===== config.mk =====
export PLATFORM = sky130hd
export DESIGN_NAME = lsu_ctrl
export DESIGN_NICKNAME = d
export VERILOG_FILES = /design/src/rtl/lsu_ctrl.sv
export SDC_FILE = /design/constraint.sdc
export NUM_CORES = 1
export LEC_CHECK = 0
export CAP_MARGIN = 5
export CORE_UTILIZATION = 40
export CTS_BUF_LIST = sky130_fd_sc_hd__clkbuf_4
export CTS_CLUSTER_SIZE = 30
export DETAILED_ROUTE_END_ITERATION = 10
export PLACE_DENSITY = 0.76
export SYNTH_ARGS = -nofsm -noshare
export SYNTH_HDL_FRONTEND = slang
export SYNTH_SLANG_ARGS = --single-unit

===== constraint.sdc =====
create_clock -name clk -period 3.3 [get_ports clk]
set_input_delay 0.66 -clock clk [delete_from_list [all_inputs] [get_ports clk]]
set_output_delay 0.66 -clock clk [all_outputs]
set_load 0.01 [all_outputs]

===== src/rtl/lsu_ctrl.sv =====
// Load/store initiator between the execute/memory stage and big-endian byte-addressed data memory.
// Optional build macro MISALIGN_TRAP_EN rejects misaligned halfword/word accesses instead of passing them through.
module lsu_ctrl #(
    parameter int unsigned MEM_BYTES = 100,
    parameter int unsigned MEM_LAT   = 1
) (
    input  logic        clk,
    input  logic        rst,
    input  logic        req_valid,
    output logic        req_ready,
    input  logic        req_is_store,
    input  logic [2:0]  req_funct3,
    input  logic [31:0] req_addr,
    input  logic [31:0] req_wdata,
    output logic        resp_valid,
    input  logic        resp_ready,
    output logic [31:0] resp_rdata,
    output logic        resp_err,
    output logic        mem_rd_en,
    output logic        mem_wr_en,
    output logic [31:0] mem_addr,
    output logic [2:0]  mem_acc_mode,
    output logic [31:0] mem_wdata,
    input  logic [31:0] mem_rdata
);

    localparam int unsigned CW = (MEM_LAT > 1) ? $clog2(MEM_LAT) : 1;
    localparam logic [CW-1:0] CNT_LAST = CW'(MEM_LAT - 1);

    typedef enum logic [1:0] {
        IDLE,
        ACCESS,
        RESP
    } state_t;

    state_t        state;
    logic [CW-1:0] cnt;
    logic          is_store_q;
    logic [2:0]    mode_q;
    logic [31:0]   addr_q;
    logic [31:0]   wdata_q;

    logic [2:0]    mode_c;
    logic          f3_ok_c;
    logic [32:0]   size_c;
    logic          out_of_range_c;
    logic          misalign_c;
    logic          reject_c;
    logic [31:0]   load_ext_c;

    // Request decode: funct3 -> access mode, legality, bounds and alignment
    always_comb begin
        mode_c  = 3'b000;
        f3_ok_c = 1'b0;
        case (req_funct3)
            3'b000: begin mode_c = 3'b000; f3_ok_c = 1'b1;          end
            3'b001: begin mode_c = 3'b001; f3_ok_c = 1'b1;          end
            3'b010: begin mode_c = 3'b010; f3_ok_c = 1'b1;          end
            3'b100: begin mode_c = 3'b011; f3_ok_c = !req_is_store; end
            3'b101: begin mode_c = 3'b100; f3_ok_c = !req_is_store; end
            default: begin mode_c = 3'b000; f3_ok_c = 1'b0;         end
        endcase

        case (req_funct3[1:0])
            2'b00:   size_c = 33'd1;
            2'b01:   size_c = 33'd2;
            default: size_c = 33'd4;
        endcase

        // 33-bit sum so addresses near 2^32 cannot wrap back into range
        out_of_range_c = ({1'b0, req_addr} + size_c) > 33'(MEM_BYTES);

`ifdef MISALIGN_TRAP_EN
        misalign_c = ((req_funct3[1:0] == 2'b01) && req_addr[0]) ||
                     ((req_funct3[1:0] == 2'b10) && (req_addr[1:0] != 2'b00));
`else
        misalign_c = 1'b0;
`endif

        reject_c = !f3_ok_c || out_of_range_c || misalign_c;
    end

    // Load result extension from the right-aligned memory data
    always_comb begin
        case (mode_q)
            3'b000:  load_ext_c = {{24{mem_rdata[7]}},  mem_rdata[7:0]};
            3'b001:  load_ext_c = {{16{mem_rdata[15]}}, mem_rdata[15:0]};
            3'b011:  load_ext_c = {24'h000000, mem_rdata[7:0]};
            3'b100:  load_ext_c = {16'h0000, mem_rdata[15:0]};
            default: load_ext_c = mem_rdata;
        endcase
    end

    always_ff @(posedge clk) begin
        if (rst) begin
            state      <= IDLE;
            cnt        <= '0;
            is_store_q <= 1'b0;
            mode_q     <= 3'b000;
            addr_q     <= 32'h0;
            wdata_q    <= 32'h0;
            resp_valid <= 1'b0;
            resp_err   <= 1'b0;
            resp_rdata <= 32'h0;
        end else begin
            case (state)
                IDLE: begin
                    if (req_valid) begin
                        is_store_q <= req_is_store;
                        mode_q     <= mode_c;
                        addr_q     <= req_addr;
                        wdata_q    <= req_wdata;
                        cnt        <= '0;
                        resp_rdata <= 32'h0;
                        if (reject_c) begin
                            resp_err   <= 1'b1;
                            resp_valid <= 1'b1;
                            state      <= RESP;
                        end else begin
                            resp_err <= 1'b0;
                            state    <= ACCESS;
                        end
                    end
                end
                ACCESS: begin
                    if (cnt == CNT_LAST) begin
                        cnt        <= '0;
                        resp_valid <= 1'b1;
                        state      <= RESP;
                        if (!is_store_q) begin
                            resp_rdata <= load_ext_c;
                        end
                    end else begin
                        cnt <= cnt + CW'(1);
                    end
                end
                RESP: begin
                    if (resp_ready) begin
                        resp_valid <= 1'b0;
                        state      <= IDLE;
                    end
                end
                default: state <= IDLE;
            endcase
        end
    end

    // Enables gated by rst so a reset landing on the write cycle suppresses the write
    assign req_ready    = (state == IDLE) && !rst;
    assign mem_rd_en    = (state == ACCESS) && !is_store_q && !rst;
    assign mem_wr_en    = (state == ACCESS) && is_store_q && (cnt == CNT_LAST) && !rst;
    assign mem_addr     = (state == ACCESS) ? addr_q  : 32'h0;
    assign mem_acc_mode = (state == ACCESS) ? mode_q  : 3'b000;
    assign mem_wdata    = (state == ACCESS) ? wdata_q : 32'h0;

endmodule


# Yosys cells after proc, flatten, opt, wreduce, memory -nomap -nowiden

Index checks and enable logic that the tools add are counted.

Bits in registers: 105
Output and inout port bits: 104

Add/subtract/negate cells: 2
$lt $le $gt $ge: 1
Eq/ne operators: 15
Mux-type cells: 25
Bitwise gates (word level): 1
Reduce and logical (&&, ||, !) cells: 24

Operators by type and width:

| cell                                                                  | number |
|---|---|
| 32-bit 2-to-1 mux                                                     | 5 |
| 32-bit case mux with 4 select lines                                   | 1 |
| 32-bit case mux with 2 select lines                                   | 1 |
| 32-bit by 33-bit adder with 33-bit output                             | 1 |
| 33-bit by 7-bit > comparator with 1-bit output, second input constant | 1 |
| 3-bit case mux with 4 select lines                                    | 1 |
| 2-bit inequality test, second input constant                          | 5 |
| 3-bit == test, second input constant                                  | 3 |
| 2-bit 2-to-1 mux                                                      | 4 |
| 1-bit 2-to-1 mux                                                      | 7 |
| 3-bit by 1-bit == test with 1-bit output, second input constant       | 2 |
| 3-bit by 2-bit == test with 1-bit output, second input constant       | 2 |
| 1-bit logical AND                                                     | 6 |
| 3-bit logical NOT                                                     | 2 |
| 2-bit case mux with 3 select lines                                    | 1 |
| 3-bit case mux with 2 select lines                                    | 1 |
| 5-bit AND reduction                                                   | 1 |
| 2-bit by 1-bit == test with 1-bit output, second input constant       | 2 |
| 1-bit logical NOT                                                     | 4 |
| 2-bit logical NOT                                                     | 2 |
| 1-bit case mux with 2 select lines                                    | 2 |
| 2-bit AND reduction                                                   | 2 |
| 4-bit AND reduction                                                   | 1 |
| 3-bit 2-to-1 mux                                                      | 1 |
| other kinds (10)                                                      | 10 |

# Longest topological paths before layout

Depth in word-level cells: 8
Gate-level depth with buffers: 10
Mapped depth without buffers: 10

# Least setup slack after synthesis

No wires, ideal clock.

Path type: input -> register
Start point: input port req_funct3[0]
End point: register resp_valid
Arrival time: 2669 ps
Path slack: 512 ps
Cell stages on the path: 10
Cells stage by stage: nor2_1 ha_1 fa_1 a21oi_1 nor3_1 mux2_2 nand4_1 nor4_2 nand3_1 o31a_1

Cells in the longest elaborated chain, start to end: 7
Elaborated cells between the ends (all ways): 17
Those cells by class: add/sub: 1; order compare: 1; eq/ne: 6; mux: 2; reduce/logical: 7

Ends and longest elaborated chain:

| element                                                                                                | line   | source |
|---|---|---|
| start, declared                                                                                        | 12     | `input logic [2:0] req_funct3,` |
| 2-bit by 1-bit == test with 1-bit output, or another cell as far along                                 | 64     | `case (req_funct3[1:0])` |
| 3-bit case mux with 2 select lines, or another cell as far along                                       | 64     |  |
| 32-bit by 33-bit adder with 33-bit output / 1-bit case mux with 2 select lines (equally long branches) | 71, 55 |  |
| 33-bit by 7-bit > comparator with 1-bit output / 1-bit logical NOT (equally long branches)             | 71, 80 |  |
| 1-bit logical OR (*)                                                                                   | 80     | `reject_c = !f3_ok_c \|\| out_of_range_c \|\| misalign_c;` |
| 2-bit inequality test (no source line) (*)                                                             | --     |  |
| 5-bit AND reduction (no source line) (*)                                                               | --     |  |
| end signal, assigned                                                                                   | 102    | `resp_valid <= 1'b0;` |
| end signal, assigned                                                                                   | 117    | `resp_valid <= 1'b1;` |
| end signal, assigned                                                                                   | 128    | `resp_valid <= 1'b1;` |
| end, declared                                                                                          | 15     | `output logic resp_valid,` |

Mark *: on every way between the ends. The rest lies on a longest branch, timed or not.
A chain may end at the register's enable or synchronous reset.

# Worst setup path after layout

Start point: register state[0]
End point: output port mem_addr[29]

Cells in the longest elaborated chain, start to end: 2

Ends and longest elaborated chain:

| element                                  | line | source |
|---|---|---|
| start, declared                          | 36   | `state_t state;` |
| start signal, assigned                   | 96   | `state <= IDLE;` |
| start signal, assigned                   | 118  | `state <= RESP;` |
| start signal, assigned                   | 121  | `state <= ACCESS;` |
| 2-bit by 1-bit == test with 1-bit output | 152  | `assign mem_addr = (state == ACCESS) ? addr_q : 32'h0;` |
| 32-bit 2-to-1 mux                        | 152  |  |
| end, declared                            | 21   | `output logic [31:0] mem_addr,` |

Every way passes these cells.

==> impl_metrics.env <==
export IMPL_post_cts_buffers=0
export IMPL_drive_above_1_share_pct=5.862
export IMPL_vdd_ir_drop_max_v=0.0001430
export IMPL_hold_end="wdata_q[27]"
export IMPL_grt_pass1_vias=5157
export IMPL_hp_start="wdata_q[27]"
export IMPL_grt_overflow=0
export IMPL_status="finished clean"
export IMPL_synthFlopType="dfxtp_1"
export IMPL_wire_per_inst_um=14.82
export IMPL_p_sw_uw=672.8
export IMPL_crit_slowest_cell="clkdlybuf4s50_1"
export IMPL_synthMuxAreaShare_pct=0.8256
export IMPL_die_x_um=113.8
export IMPL_cts_buffer_depth=2
export IMPL_synth_top_area_share_pct=41.63
export IMPL_vias_per_cell=5.090
export IMPL_layout_min_cycle_time_ns=3.101
export IMPL_ys_warn_count=0
export IMPL_critical_path_class="reg -> out"
export IMPL_clock_skew_ns=0.01662
export IMPL_reg2reg_to="resp_err"
export IMPL_rows=40
export IMPL_finalCritPeriodShare_pct=93.98
export IMPL_pwr_share_comb_pct=17.7
export IMPL_first_pass_iters=4
export IMPL_crit_fanout=43
export IMPL_rsz0062_at_grt="no"
export IMPL_synth_area_leaders="dfxtp_1 42%, nand2_1 13%, a21oi_1 10%"
export IMPL_r2r_worst_path_cells=5
export IMPL_num_io_pins=208
export IMPL_yosysSeqAreaShare_pct=41.63
export IMPL_whs_ns=0.4598
export IMPL_maxSlewViolCount=0
export IMPL_power_density_mw_per_mm2=325.7
export IMPL_synth_compound_area_share_pct=17.99
export IMPL_p_leak_uw=0.002659
export IMPL_intPower_uw=1746
export IMPL_worst_pin_slew_ns=1.144
export IMPL_cts_sinks=104
export IMPL_portBuffers=207
export IMPL_min_path_cells=2
export IMPL_hold_viol=0
export IMPL_gp_congestion=0.9124
export IMPL_synthAdderAreaFrac_pct=1.151
export IMPL_path_buf_inv=2
export IMPL_synth_cells=672
export IMPL_async_flop_share_pct=0
export IMPL_syn_avg_cell_area_um2=7.442
export IMPL_cp_start_kind="register"
export IMPL_vias=5289
export IMPL_drc=0
export IMPL_drt_iter0_markers=274
export IMPL_antenna_found_initial=1
export IMPL_nNetsFinal=974
export IMPL_synth_fp_nets=780
export IMPL_max_stage_delay_ns=0.56
export IMPL_syn2layout_area_growth_pct=48.51
export IMPL_ant_nets=0
export IMPL_relSlewSlack_pct=21.56
export IMPL_hp_class="reg -> reg"
export IMPL_worstSetupPathDepth=4
export IMPL_syn_area_mm2=0.005001
export IMPL_core_mm2=0.01211
export IMPL_htree_levels=3
export IMPL_die_y_um=113.8
export IMPL_drt_total_wl_mm=15.40
export IMPL_final_common_cell="clkdlybuf4s50_1"
export IMPL_synth_simple_gate_area_share_pct=33.10
export IMPL_critPathRequiredTime_ns=2.64
export IMPL_crit_path_cell_trace="nor2b_4, buf_12, and2_1, clkdlybuf4s50_1"
export IMPL_clk_pin_slew_ns=0.14
export IMPL_synth_edf_count=0
export IMPL_yosysTopAreaCell="dfxtp_1"
export IMPL_p_clk_share_pct=26.7
export IMPL_crit_family="buffers and inverters"
export IMPL_cts_root_buf="clkbuf_4"
export IMPL_synthXorXnorAreaFrac_pct=1.576
export IMPL_gr_usage_all_layers_pct=23.82
export IMPL_seq_power_share_pct=55.7
export IMPL_reg2reg_slack_ns=1.22
export IMPL_swShare_pct=27.82
export IMPL_synth_seq_cells=104
export IMPL_grt_pass1_wl_mm=24.58
export IMPL_setup_viol=0
export IMPL_cts_made_buffers=9
export IMPL_layout_common_cells="206 x clkdlybuf4s50_1, 169 x nand2_1, 104 x dfxtp_1, 103 x a21oi_1, 67 x and2_1"
export IMPL_start_util_pct=41.29
export IMPL_insertion_delay_ns=0.45
export IMPL_synthDistinctLibCells=50
export IMPL_crit_arrival_ns=2.44
export IMPL_maxCapViolations=0
export IMPL_max_freq_mhz=322.4
export IMPL_grt_max_degree=56
export IMPL_hpwl_mm=11.27
export IMPL_synth_top_family_by_area="simple AND/OR/NAND/NOR gates"
export IMPL_fin_util_pct=61.32
export IMPL_rr_startpoint="state[1]"
export IMPL_die_area_mm2=0.01295
export IMPL_end_kind="output pin"
export IMPL_cts_tree="done"
[kinds of logic after synthesis]
family                     count (synthesis)
muxes                                      4
AOI/OAI and AO/OA                        163
xor gates and xnor gates                   9
adders and majority gates                  4
DFF                                      104
buffers and inverters                     49
and+or+nand+nor                          339
[area by class of cell]
| class | instances | area [um2] |
|---|---|---|
| Sequential cell | 104 | 2082 |
| Fill cell | 1112 | 4684 |
| Inverter | 6 | 22.52 |
| Antenna cell | 1 | 2.502 |
| Multi-Input combinational cell | 519 | 2758 |
| Tap cell | 168 | 210.2 |
| Timing Repair Buffer | 226 | 2225 |
| Clock inverter | 6 | 60.06 |
| Clock buffer | 9 | 67.56 |
[power by group through the flow]
stage	logic, uW	registers [uW]	clock network (uW)
floorplan	206	1360	0
global placement	412	1370	0
detailed placement	424	1370	0
CTS	427	1350	668
global route	471	1350	722
finish	427	1350	645
[per-stage QoR]
stage | setup WS (ns) | total power (uW) | cells | cell area (um2) | TNS [ns]
after global placement | -0.07829 | 1782 | 1023 | 7289 | -0.08504
after CTS | 0.1347 | 2441 | 1038 | 7417 | 0
after detailed placement | -0.1723 | 1797 | 1023 | 7289 | -0.4663
after global routing | 0.01338 | 2548 | 1039 | 7427 | 0
after floorplan | 0.5115 | 1569 | 672 | 5001 | 0
final | 0.1986 | 2419 | 1039 | 7427 | 0
[cell usage after synthesis, types with 3 or more instances]
library cell  instances
nand3_1              12
ha_1                  3
nor3_1               15
xnor2_1               6
a211oi_1              6
and2_1               67
o21ai_0              31
nand2b_1              7
a21oi_1             103
clkbuf_1             41
nor2_1               32
nor4_1                3
mux2i_1               3
xor2_1                3
nor2b_1               4
inv_1                 6
and4_1                3
dfxtp_1             104
o22ai_1               3
nand2_1             169
or2_2                 3
nand4_1               6
a22oi_1               6
[timing repair]
item,in CTS,in global routing
gates resized for setup,0,1
hold buffers,0,0
endpoints found under the hold margin,0,0
setup endpoints to repair,0,1
[layer usage]
layer / share of wire [%] / wire length, um / GRT usage, % / vias to the layer above
met2: 49 / 7486 / 41.67 / 173
met3: 6.3 / 963 / 5.101 / 26
met4: 2.4 / 370 / 10.22 / 0
met1: 43 / 6582 / 28.16 / 2431
met5: 0 / 0 / 0 / -
li1: - / - / - / 2659
[worst max-delay path by stage]
stage / startpoint / to
floorplan: req_funct3[0] / resp_valid
global placement: req_funct3[0] / resp_valid
detailed placement: req_funct3[0] / resp_valid
CTS: state[0] / mem_wdata[24]
global route: req_funct3[0] / resp_valid
finish: state[0] / mem_addr[29]
[worst min-delay path, cell delays in order (launching register included)]
cell     delay, ns
dfxtp_1       0.33
nand2_1       0.05
a21oi_1       0.05
[flip-flops by register name, summed over array words and instances (netlist names)]
signal      count
resp_err        1
is_store_q      1
addr_q         32
state           2
mode_q          3
wdata_q        32
resp_valid      1
resp_rdata     32
Note: power is estimated with default switching activity, not from simulation.
